==> src/rtl/seven_seg_pkg.sv <==
// Shared constants and digit-index type for the 7-segment scanner and decoder.
package seven_seg_pkg;

    localparam int SEG_W      = 7;
    localparam int NIBBLE_W   = 4;
    localparam int MAX_DIGITS = 8;
    localparam int IDX_W      = $clog2(MAX_DIGITS);

    typedef logic [IDX_W-1:0] digit_idx_t;

    function automatic digit_idx_t next_idx(input digit_idx_t idx, input digit_idx_t last);
        if (idx == last) begin
            return digit_idx_t'(0);
        end else begin
            return idx + digit_idx_t'(1);
        end
    endfunction

endpackage

==> src/rtl/seven_seg_prescaler.sv <==
// Free-running slot prescaler: counts 0..REFRESH_DIV-1 and flags the wrap cycle.
module seven_seg_prescaler #(
    parameter int REFRESH_DIV = 50000,
    localparam int PRE_W      = $clog2(REFRESH_DIV)
) (
    input  logic             clk,
    input  logic             rst_n,
    output logic [PRE_W-1:0] count,
    output logic             tick
);

    logic [PRE_W-1:0] count_r;

    assign tick  = (count_r == PRE_W'(REFRESH_DIV - 1));
    assign count = count_r;

    // Prescaler counter, wraps to zero on the tick cycle
    always_ff @(posedge clk or negedge rst_n) begin
        if (!rst_n) begin
            count_r <= {PRE_W{1'b0}};
        end else if (tick) begin
            count_r <= {PRE_W{1'b0}};
        end else begin
            count_r <= count_r + PRE_W'(1);
        end
    end

endmodule

==> src/rtl/seven_seg_scanner.sv <==
// Time-multiplexed common-anode 7-segment scanner with frame-aligned value updates.
// Optional leading-zero blanking: define SEVEN_SEG_SCANNER_BLANK_LEADING_ZEROS_EN.
module seven_seg_scanner
    import seven_seg_pkg::*;
#(
    parameter int DIGITS       = 4,
    parameter int REFRESH_DIV  = 50000,
    parameter int GUARD_CYCLES = 2
) (
    input  logic                       clk,
    input  logic                       rst_n,
    input  logic [NIBBLE_W*DIGITS-1:0] value_i,
    input  logic                       load_i,
    output logic                       pending_o,
    output logic [NIBBLE_W-1:0]        nibble_o,
    output logic [DIGITS-1:0]          digit_n_o,
    output logic                       frame_o
);

    localparam int         PRE_W    = $clog2(REFRESH_DIV);
    localparam digit_idx_t LAST_IDX = digit_idx_t'(DIGITS - 1);

    logic [PRE_W-1:0]           pre_s;
    logic                       tick_s;
    logic                       boundary_s;
    logic                       guard_s;
    digit_idx_t                 idx_r;
    logic [NIBBLE_W*DIGITS-1:0] active_r;
    logic [NIBBLE_W*DIGITS-1:0] shadow_r;
    logic                       pending_r;
    logic [NIBBLE_W-1:0]        nibble_s;
    logic [DIGITS-1:0]          digit_n_s;

    seven_seg_prescaler #(
        .REFRESH_DIV (REFRESH_DIV)
    ) u_prescaler (
        .clk   (clk),
        .rst_n (rst_n),
        .count (pre_s),
        .tick  (tick_s)
    );

    assign boundary_s = tick_s && (idx_r == LAST_IDX);
    assign guard_s    = (pre_s < PRE_W'(GUARD_CYCLES));

    // Digit index advances on every prescaler tick
    always_ff @(posedge clk or negedge rst_n) begin
        if (!rst_n) begin
            idx_r <= digit_idx_t'(0);
        end else if (tick_s) begin
            idx_r <= next_idx(idx_r, LAST_IDX);
        end else begin
            idx_r <= idx_r;
        end
    end

    // Shadow/active value handoff; a load in the boundary cycle bypasses the shadow
    always_ff @(posedge clk or negedge rst_n) begin
        if (!rst_n) begin
            active_r  <= {(NIBBLE_W*DIGITS){1'b0}};
            shadow_r  <= {(NIBBLE_W*DIGITS){1'b0}};
            pending_r <= 1'b0;
        end else if (load_i && boundary_s) begin
            active_r  <= value_i;
            shadow_r  <= value_i;
            pending_r <= 1'b0;
        end else if (load_i) begin
            shadow_r  <= value_i;
            pending_r <= 1'b1;
        end else if (boundary_s && pending_r) begin
            active_r  <= shadow_r;
            pending_r <= 1'b0;
        end else begin
            pending_r <= pending_r;
        end
    end

    // Digit select and enable decode, driven purely from registered state
    always_comb begin : out_decode
        logic [NIBBLE_W-1:0] nib;
        logic                blank;
`ifdef SEVEN_SEG_SCANNER_BLANK_LEADING_ZEROS_EN
        logic                upper_zero;
        upper_zero = 1'b1;
`endif
        nibble_s  = 4'h0;
        digit_n_s = {DIGITS{1'b1}};
        for (int k = DIGITS - 1; k >= 0; k--) begin
            nib = active_r[NIBBLE_W*k +: NIBBLE_W];
`ifdef SEVEN_SEG_SCANNER_BLANK_LEADING_ZEROS_EN
            upper_zero = upper_zero && (nib == 4'h0);
            blank      = upper_zero && (k != 0);
`else
            blank      = 1'b0;
`endif
            if (idx_r == digit_idx_t'(k)) begin
                nibble_s     = nib;
                digit_n_s[k] = guard_s || blank;
            end else begin
                digit_n_s[k] = 1'b1;
            end
        end
    end

    assign nibble_o  = nibble_s;
    assign digit_n_o = digit_n_s;
    assign frame_o   = boundary_s;
    assign pending_o = pending_r;

endmodule

==> config.mk <==
export PLATFORM = sky130hd
export DESIGN_NAME = seven_seg_scanner
export DESIGN_NICKNAME = d
export VERILOG_FILES = /design/src/rtl/seven_seg_pkg.sv /design/src/rtl/seven_seg_prescaler.sv /design/src/rtl/seven_seg_scanner.sv
export SDC_FILE = /design/constraint.sdc
export NUM_CORES = 1
export LEC_CHECK = 0
export ABC_AREA = 1
export BUFFER_PORTS_ARGS = -buffer_cell sky130_fd_sc_hd__buf_2
export CORE_MARGIN = 2
export CORE_UTILIZATION = 40
export CTS_CLUSTER_DIAMETER = 50
export DETAILED_ROUTE_END_ITERATION = 12
export HOLD_SLACK_MARGIN = 0.02
export PLACE_DENSITY = 0.59
export SYNTH_ARGS = -nofsm -noshare
export SYNTH_HDL_FRONTEND = slang
export SYNTH_SLANG_ARGS = --single-unit
==> constraint.sdc <==
create_clock -name clk -period 1.8 [get_ports clk]
set_input_delay 0.18 -clock clk [delete_from_list [all_inputs] [get_ports clk]]
set_output_delay 0.18 -clock clk [all_outputs]
set_load 0.005 [all_outputs]
# Yosys cells after proc, flatten, opt, wreduce, memory -nomap -nowiden
# Index checks and enable logic that the tools add are counted.
[classes] addsub=2 multipliers=0 n_div=0 n_lt_le_gt_ge=1 eq_ne=5 shift=0 mux=18 bitwise=0 reduce_logical=8
[ops] cell="2-to-1 mux 16 bit" count=6
[ops] cell="adder 16 x 1 -> 16 bit (second input constant)" count=1
[ops] cell="== test 16 bit (second input constant)" count=1
[ops] cell="< comparator 16 x 2 -> 1 bit (second input constant)" count=1
[ops] cell="2-to-1 mux 4 bit" count=4
[ops] cell="2-to-1 mux 1 bit" count=7
[ops] cell="== test 3 x 2 -> 1 bit (second input constant)" count=2
[ops] cell="nonzero test 2 bit" count=2
[ops] cell="adder 3 x 1 -> 3 bit (second input constant)" count=1
[ops] cell="== test 3 x 1 -> 1 bit (second input constant)" count=1
[ops] cell="logical AND 1 bit" count=3
[ops] cell="logical NOT 3 bit" count=1
[ops] cell="2-to-1 mux 3 bit" count=1
[ops] cell="nonzero test 3 bit" count=1
[ops] cell="!= test 2 x 1 -> 1 bit (second input constant)" count=1
[ops] cell="AND reduction 2 bit" count=1
[totals] register_bits=52 latchBits=0 ram_bits=0 mem_bits_ro=0 in_bits=19 out_inout_bits=10 n_memories=0

# Logic depth before layout (Yosys ltp)
# Gate-level depths: netlist of the first run.
[logic_depth] ltp_word=6 mapped_depth=9

# Cells and area by module
# Synthesis of the first run repeated with hierarchy kept, for this count alone.
[unflattened] cells_unflattened=390 area_unflattened_um2=2810.2
[modules_own_cells] module="seven_seg_scanner" instances=1 cells_each=269 area_per_inst_um2=1933.1 seq_area_each_um2=900.9
[modules_own_cells] module="seven_seg_prescaler" instances=1 cells_each=121 area_per_inst_um2=877.1 seq_area_each_um2=400.4

# Least setup slack after synthesis of the first run
# Ideal clock, no wire load.
[synth_timing] path_type="register to output" from="register u_prescaler.count_r[0], in the netlist u_prescaler.count[0]" to="output port frame_o" arrival_time_ns=1.268 slack_ns=0.352 path_stages_with_launch=8 cell_sequence="dfrtp_1 > ha_1 > nand3_2 > nor2_4 > nand2_1 > inv_2 > nand2_1 > inv_1"
[synth_between] elab_chain_len=2
[synth_lines] item="start: declaration" line="seven_seg_prescaler.sv:12" text="logic [PRE_W-1:0] count_r;"
[synth_lines] item="start signal: assignment" line="seven_seg_prescaler.sv:20" text="count_r <= {PRE_W{1'b0}};"
[synth_lines] item="start signal: assignment" line="seven_seg_prescaler.sv:22" text="count_r <= {PRE_W{1'b0}};"
[synth_lines] item="start signal: assignment" line="seven_seg_prescaler.sv:24" text="count_r <= count_r + PRE_W'(1);"
[synth_lines] item="== test 16 bit" line="seven_seg_prescaler.sv:14" text="assign tick = (count_r == PRE_W'(REFRESH_DIV - 1));"
[synth_lines] item="logical AND 1 bit" line="seven_seg_scanner.sv:43" text="assign boundary_s = tick_s && (idx_r == LAST_IDX);"
[synth_lines] item="end: declaration" line="seven_seg_scanner.sv:17" text="output logic frame_o"
# No other way between the ends.

# Final worst setup path of the first run
[layout_timing] from="register idx_r[1]" to="output port nibble_o[2]"
[layout_between] elab_chain_len=5
[layout_lines] item="start: declaration" line="seven_seg_scanner.sv:27" text="digit_idx_t idx_r;"
[layout_lines] item="start signal: assignment" line="seven_seg_scanner.sv:49" text="idx_r <= digit_idx_t'(0);"
[layout_lines] item="start signal: assignment" line="seven_seg_scanner.sv:51" text="idx_r <= next_idx(idx_r, LAST_IDX);"
[layout_lines] item="start signal: assignment" line="seven_seg_scanner.sv:53" text="idx_r <= idx_r;"
[layout_lines] item="== test 3 x 2 -> 1 bit" line="seven_seg_scanner.sv:96" text="if (idx_r == digit_idx_t'(k)) begin"
[layout_lines] item="2-to-1 mux 4 bit (3 in a row)" line="seven_seg_scanner.sv:96"
[layout_lines] item="2-to-1 mux 4 bit *" line="seven_seg_scanner.sv:96"
[layout_lines] item="end: declaration" line="seven_seg_scanner.sv:15" text="output logic [NIBBLE_W-1:0] nibble_o,"
# Every way passes the cells marked *; elsewhere a longest branch is shown, timed or not.

==> summary.txt, run 1 <==
Run status
  • Status: finished with violations
  • Violated checks: setup timing

STA
  • Setup Skew: 0.00618 ns
  • Final worst path period share: 103%
  • Setup TNS Final: -0.140 ns
  • Worst rel slew slack: 78.9%
  • Fin worst setup slack: -0.0463 ns
  • Minimum clock period: 1.85 ns
  • Worst Max-Slew Pin Slew: 0.316 ns
  • Fin Hold WS: 0.125 ns
  • Fmax: 0.542 GHz
  • Slew Viols, Final: 0
  • Finish-stage setup viols: 4
  • Unrepaired setup endpoints after global routing: true
  • Final Hold Vio Count: 0

Clocking
  • Clock Path Buffers: 2
  • # H-tree levels: 2
  • Clock-pin slew on the worst setup and hold paths: 0.10 ns
  • CTS Root Cell: clkbuf_8
  • TritonCTS clock tree: done
  • TritonCTS Buffers: 5
  • CTS sink cnt: 52
  • Worst-Skew Late Latency: 0.31 ns

Placed design
  • Buffers on Ports: 28
  • Hpwl dp: 3.85 mm
  • GP Congestion: 0.851

Global routing
  • Grt met1 use: 22.5%
  • First-pass GRT wire length: 9.83 mm
  • Largest net degree at the start of global routing: 53
  • Total gr overflow: 0
  • Busiest metal layer after global routing: met2
  • GR Util met2: 27.8%
  • Vias in the first global route: 2118
  • Initial antenna violation count: 0
  • Met3 usage: 2.98%
  • GR Util All Layers: 16.7%

Final layout
  • Area grow syn2layout: 21.8%
  • Share of layout cells above drive strength 1: 25.4%
  • Fin nets: 413
  • Fillers: 633
  • Multi-input gate area: 0.00126 sq mm
  • Register area: 0.00131 sq mm
  • Ant. Diodes: 0

Logic synthesis
  • Syn_area_per_cell: 7.87 sq um
  • Post-Syn Nets: 365
  • Register area share after synthesis: 48.5%
  • Ys Warns: 0
  • Top area cells in the synthesized netlist: dfrtp_1, nand2_1, nor2_1
  • Mapped Area: 0.00268 sq mm
  • Count of cell types in the netlist: 29
  • Yosys reg bits: 52
  • Yosys top cell area share: 48.5%
  • Cell taking the most area after synthesis: dfrtp_1
  • Post-Syn Instances: 341

Critical path
  • Required @ worst endpoint: 1.62 ns
  • Crit path capture type: primary output
  • Critical Path AT: 1.67 ns
  • Worst Path Class, Setup: register to primary output
  • CP max FO: 5
  • CP Launch Type: register

Power and ir drop
  • Seq pwr share: 55.8%
  • Comb power frac: 5.9%
  • Int Power: 1.66 mW
  • Leakage power: 1.78 nW
  • Clock Power Share: 38.3%
  • Sw power: 498 uW
  • Sw Ratio: 23.0%
  • Peak supply drop: 0.000385 V
  • Pwr dens: 661 mW/mm^2

Floorplan
  • Die area: 0.00738 sq mm
  • Starting Density: 41.8%
  • Horiz. Die Dim: 85.9 microns
  • Die height: 85.9 microns
  • Core ar.: 0.00642 sq mm
  • Row count: 29
  • I/O pin count: 29

Detailed routing
  • Iteration-0 DRC Markers: 100
  • First-pass DRT Iterations: 4
  • Final wirelength: 5.78 mm
  • # DRC: 0
  • Post-DR vias/cell: 4.74
  • Number of routed nets with antenna violations: 0
  • Detailed-route wire length per cell: 12.4 microns
  • Vias: 2212

Flow run
  • Total of max-cap violations: 0

Worst hold path
  • Hold crit path type: input port to register
-- flip-flops by register name (all words and copies together), names as in the netlist --
register           flops
shadow_r              16
active_r              16
pending_o              1
idx_r                  3
u_prescaler.count     16
-- cell families (layout without fill, tap and decap cells) --
| group | after synthesis | in the layout | share of synthesized area, % |
|---|---|---|---|
| buf+inv | 50 | 99 | 7.83 |
| simple gates | 191 | 191 | 31.9 |
| flops | 52 | 52 | 48.5 |
| xor+xnor | 9 | 9 | 2.94 |
| fa+ha+maj | 5 | 5 | 2.33 |
| compound gates | 34 | 34 | 6.48 |
-- power groups by stage --
stage	Clock [mW]	Combinational, mW	Sequential [mW]
detailed placement	0	0.128	1.23
global route	0.898	0.151	1.21
global placement	0	0.126	1.23
finish	0.829	0.127	1.21
CTS	0.846	0.130	1.21
floorplan	0	0.0673	1.23
-- worst max-delay path: stages, from the launching register on --
cell     delay [ns]
dfrtp_1        0.41
buf_6          0.12
ha_4           0.16
inv_4          0.04
nor2_4         0.14
nand2_1        0.09
nand3_1        0.07
o21ai_1        0.06
o21ai_1        0.14
buf_2          0.13
-- worst paths after layout --
kind,slack [ns],depth (start not counted),to,start
setup / recovery,-0.05,9,nibble_o[2],idx_r[1]
hold / removal,0.13,3,shadow_r[1],value_i[1]
setup reg to reg,0.14,9,active_r[2],idx_r[1]
hold reg to reg,0.49,2,active_r[5],active_r[5]
max in group asynchronous,1.15,3,u_prescaler.count[7],rst_n
min in group asynchronous,0.39,3,pending_o,rst_n
-- layout make-up --
type	count	share of cell area (%)
clock inverters	3	1.45
inverters	43	5.17
well taps	77	2.95
flip-flops and latches	52	40.0
repair buffers	48	9.84
multi-input cells	239	38.5
clock buffers	5	2.10
-- placed cells by master (no fill, tap or decap), types with 2 or more instances in the layout --
cell	count
nand4_4	2
ha_1	2
nand2_4	2
a21oi_1	21
clkinv_4	2
nand2_2	6
o21ai_1	7
dfrtp_2	4
nand3_1	10
buf_4	16
buf_12	2
nor2_2	12
o21ai_0	4
xor2_1	9
nor2_4	4
nor2_1	42
ha_4	2
inv_2	4
nand2_1	100
dfrtp_1	48
nor3_1	3
nand4_1	4
buf_2	28
inv_1	36
clkbuf_8	5
-- cell usage after synthesis, drive strengths merged --
cell type	n
a21oi	21
a31oi	1
buf	5
clkbuf	2
clkinv	1
dfrtp	52
ha	5
inv	42
nand2	108
nand3	11
nand4	6
nor2	59
nor3	3
nor3b	1
nor4	2
o21ai	11
o21bai	1
or2	1
xor2	9
-- per-layer routing --
layer  share of wire [%]  up-vias
met5                   0        -
met4                 1.0        0
met3                 2.4        7
met2                  52       23
met1                  45     1034
li1                    -     1148
-- through the flow --
stage               power, mW  util [%]  area (sq um)  instances  setup slack, ns
global placement         1.35      45.8          2940        445            0.148
floorplan                1.30         -          2680        341            0.352
CTS                      2.18      48.9          3140        460           -0.101
finish                   2.16      50.9          3270        467          -0.0463
global route             2.26      50.9          3270        467           -0.161
detailed placement       1.36      45.8          2940        445           0.0836
-- timing repair --
| action | CTS | global route |
|---|---|---|
| pin swaps | 10 | 12 |
| hold endpoints to repair | 52 | 0 |
| gates resized for setup | 14 | 24 |
| buffers inserted | 6 | 7 |
| hold buffers | 1 | 0 |
| setup endpoints to repair | 9 | 9 |
Power figures use the tool's default switching activity.
==> inputs of run 2 (changes only) <==
- GPL_TIMING_DRIVEN: default -> 0
- clock period: 1.8 -> 2.25 ns (I/O delays scaled with it)
==> run 2 against run 1 <==
Compared with the run above: the flow now finishes without violations; largest power group unchanged; critical endpoint is now frame_o; largest cell class unchanged; cell count down 2.8%; count of clock-buffer cells in the layout up 1; hold slack better by 0.020 ns.
==> summary.txt, run 2 (synthesized netlist as in run 1, its figures left out) <==
Critical path
  • Worst R2R Start: u_prescaler.count[1]
  • Critical Path AT: 1.82 ns (+0.15 ns)
  • Required @ worst endpoint: 2.03 ns (+0.41 ns)
  • Crit path capture type: primary output
  • CP max FO: 9 (+4)
  • Crit-path cells: ha_1, nand3_2, nor2_4, nand2_2, inv_4, nand2_1, inv_1, buf_2
  • Worst Path Class, Setup: register to primary output
  • CP Launch Type: register
  • Worst path bufs/invs: 3 (unchanged)
  • Crit path largest cell delay: 0.38 ns (-0.03 ns)
  • Crit path max-delay family: simple AND/OR/NAND/NOR gates
  • CP Launch Point: u_prescaler.count[1]
  • CP max stage cell: dfrtp_1

STA
  • Unrepaired setup endpoints after global routing: false
  • Worst rel slew slack: 22.8% (-56 points)
  • Minimum clock period: 2.05 ns
  • Fin worst setup slack: 0.203 ns (+0.250 ns)
  • Final Hold Vio Count: 0 (unchanged)
  • Finish-stage setup viols: 0 (-4)
  • Fin Hold WS: 0.145 ns (+0.0203 ns)
  • Setup Skew: 0.0133 ns (+0.00716 ns)
  • Worst Max-Slew Pin Slew: 1.16 ns (+0.842 ns)
  • Fmax: 0.489 GHz
  • Setup TNS Final: 0 ns (+0.140 ns)
  • Final worst path period share: 91.0%
  • Slew Viols, Final: 0 (unchanged)

Floorplan
  • Starting Density: 41.8% (unchanged)
  • Die area: 0.00738 sq mm (unchanged)
  • Horiz. Die Dim: 85.9 microns (unchanged)
  • Core ar.: 0.00642 sq mm (unchanged)
  • Row count: 29 (unchanged)
  • Die height: 85.9 microns (unchanged)
  • I/O pin count: 29 (unchanged)

Final layout
  • Finished Layout Cells: 454 (-2.8%)
  • Share of layout cells above drive strength 1: 17.5% (-7.9 points)
  • Ant. Diodes: 0 (unchanged)
  • Commonest non-fill, non-tap cells in the layout: nand2_1, dfrtp_1, nor2_1
  • Fillers: 629 (-0.63%)
  • Post-layout util: 47.1% (-3.8 points)
  • Commonest non-fill, non-tap cell in the layout: nand2_1
  • Post-route cell area: 0.00302 sq mm (-7.5%)
  • Area grow syn2layout: 12.7%
  • Fin nets: 400 (-3.1%)

Power and ir drop
  • Pwr Total: 1.60 mW (-26%)
  • Comb power frac: 6.1% (+0.2 points)
  • Sw Ratio: 24.1% (+1.0 points)
  • Pwr dens: 528 mW/mm^2 (-20%)
  • Seq pwr share: 60.4% (+4.6 points)
  • Peak supply drop: 0.000367 V (-4.6%)
  • Sw power: 385 uW (-23%)
  • Clock Power Share: 33.5% (-4.8 points)
  • Leakage power: 1.68 nW (-5.2%)
  • Int Power: 1.21 mW (-27%)

Detailed routing
  • Iteration-0 DRC Markers: 84 (-16%)
  • Vias: 2120 (-4.2%)
  • Number of routed nets with antenna violations: 0 (unchanged)
  • First-pass DRT Iterations: 4 (unchanged)
  • # DRC: 0 (unchanged)
  • Post-DR vias/cell: 4.67 (-1.4%)
  • Detailed-route wire length per cell: 12.2 microns (-1.3%)
  • Final wirelength: 5.55 mm (-4.0%)

Global routing
  • Initial antenna violation count: 0 (unchanged)
  • GR Util All Layers: 16.7% (+0.020 points)
  • Vias in the first global route: 2087 (-1.5%)
  • Largest net degree at the start of global routing: 53 (unchanged)
  • First-pass GRT wire length: 9.72 mm (-1.0%)
  • Total gr overflow: 0 (unchanged)

Clocking
  • CTS Root Cell: clkbuf_8
  • Postcts setup bufs: 0 (-6)
  • TritonCTS Buffers: 5 (unchanged)
  • Worst-Skew Late Latency: 0.31 ns (about the same)
  • # H-tree levels: 2 (unchanged)
  • TritonCTS clock tree: done
  • CTS sink cnt: 52 (unchanged)
  • Clock Path Buffers: 2 (unchanged)
  • Hold-fix buffers at CTS: 0 (-1)
  • Clock-pin slew on the worst setup and hold paths: 0.10 ns (about the same)

Worst hold path
  • Hold crit path type: input port to async pin

Placed design
  • Buffers on Ports: 28 (unchanged)
  • Post-placement cell area: 0.00292 sq mm (-0.77%)
  • Dpl ws: 0.313 ns (+0.229 ns)
  • Hpwl dp: 4.17 mm (+8.2%)
  • GP Congestion: 0.825 (-3.0%)
  • Placed insts: 446 (+0.22%)

Flow run
  • Total of max-cap violations: 0 (unchanged)

Run status
  • Status: completed
## run 2: changes by cell type in the layout (fill, tap and decap cells not counted), sizes merged
cell	delta
bufinv	-1
buf	-14
inv	+1
clkbuf	+3
clkinv	-1
dlygate4sd3	-1
## run 2: layer usage
metal	wire, microns	global-route usage [%]	vias to the layer above
met3	147	3.75	2
met4	24	4.04	0
met2	2720	27.7	27
met5	0	0	-
li1	-	-	1124
met1	2660	22.3	967
## run 2: worst paths after layout
| path | end | slack [ns] | cells past startpoint |
|---|---|---|---|
| min reg2reg | u_prescaler.count[0] | 0.46 | 1 |
| max in group asynchronous | idx_r[2] | 1.40 | 1 |
| max | frame_o | 0.20 | 8 |
| min in group clk | shadow_r[14] | 0.18 | 3 |
| max reg2reg | active_r[13] | 0.63 | 8 |
| min | u_prescaler.count[12] | 0.15 | 1 |
## run 2: final cells by class
cell class	instances	area (sq um)	share of cell area, %
flip-flops and latches	52	1300	43.0
multi-input cells	239	1180	39.2
inverters	43	165	5.46
repair buffers	28	140	4.63
well taps	77	96.3	3.19
clock buffers	6	72.6	2.40
plain buffers	7	47.5	1.57
clock inverters	2	16.3	0.538
## run 2: what timing repair did
action                                  in CTS  in global routing
resized for setup                            1                  8
endpoints found under the setup margin       4                  5
gates cloned                                 0                  0
## run 2: power groups by stage
stage                     Combinational [mW]  Sequential [mW]  Clock [mW]
after CTS                              0.100            0.965       0.551
after detailed placement               0.100            0.984           0
final                                 0.0977            0.965       0.535
after global placement                0.0979            0.983           0
after global routing                   0.115            0.968       0.586
after floorplan                       0.0538            0.982           0
## run 2: worst register-to-register path: stages, from the launching register on
cell     delay (ns)
dfrtp_1        0.38
ha_1           0.26
nand3_2        0.15
nor2_4         0.21
nand4_4        0.17
buf_4          0.22
nand2_1        0.06
nand2_1        0.06
nand2_1        0.06
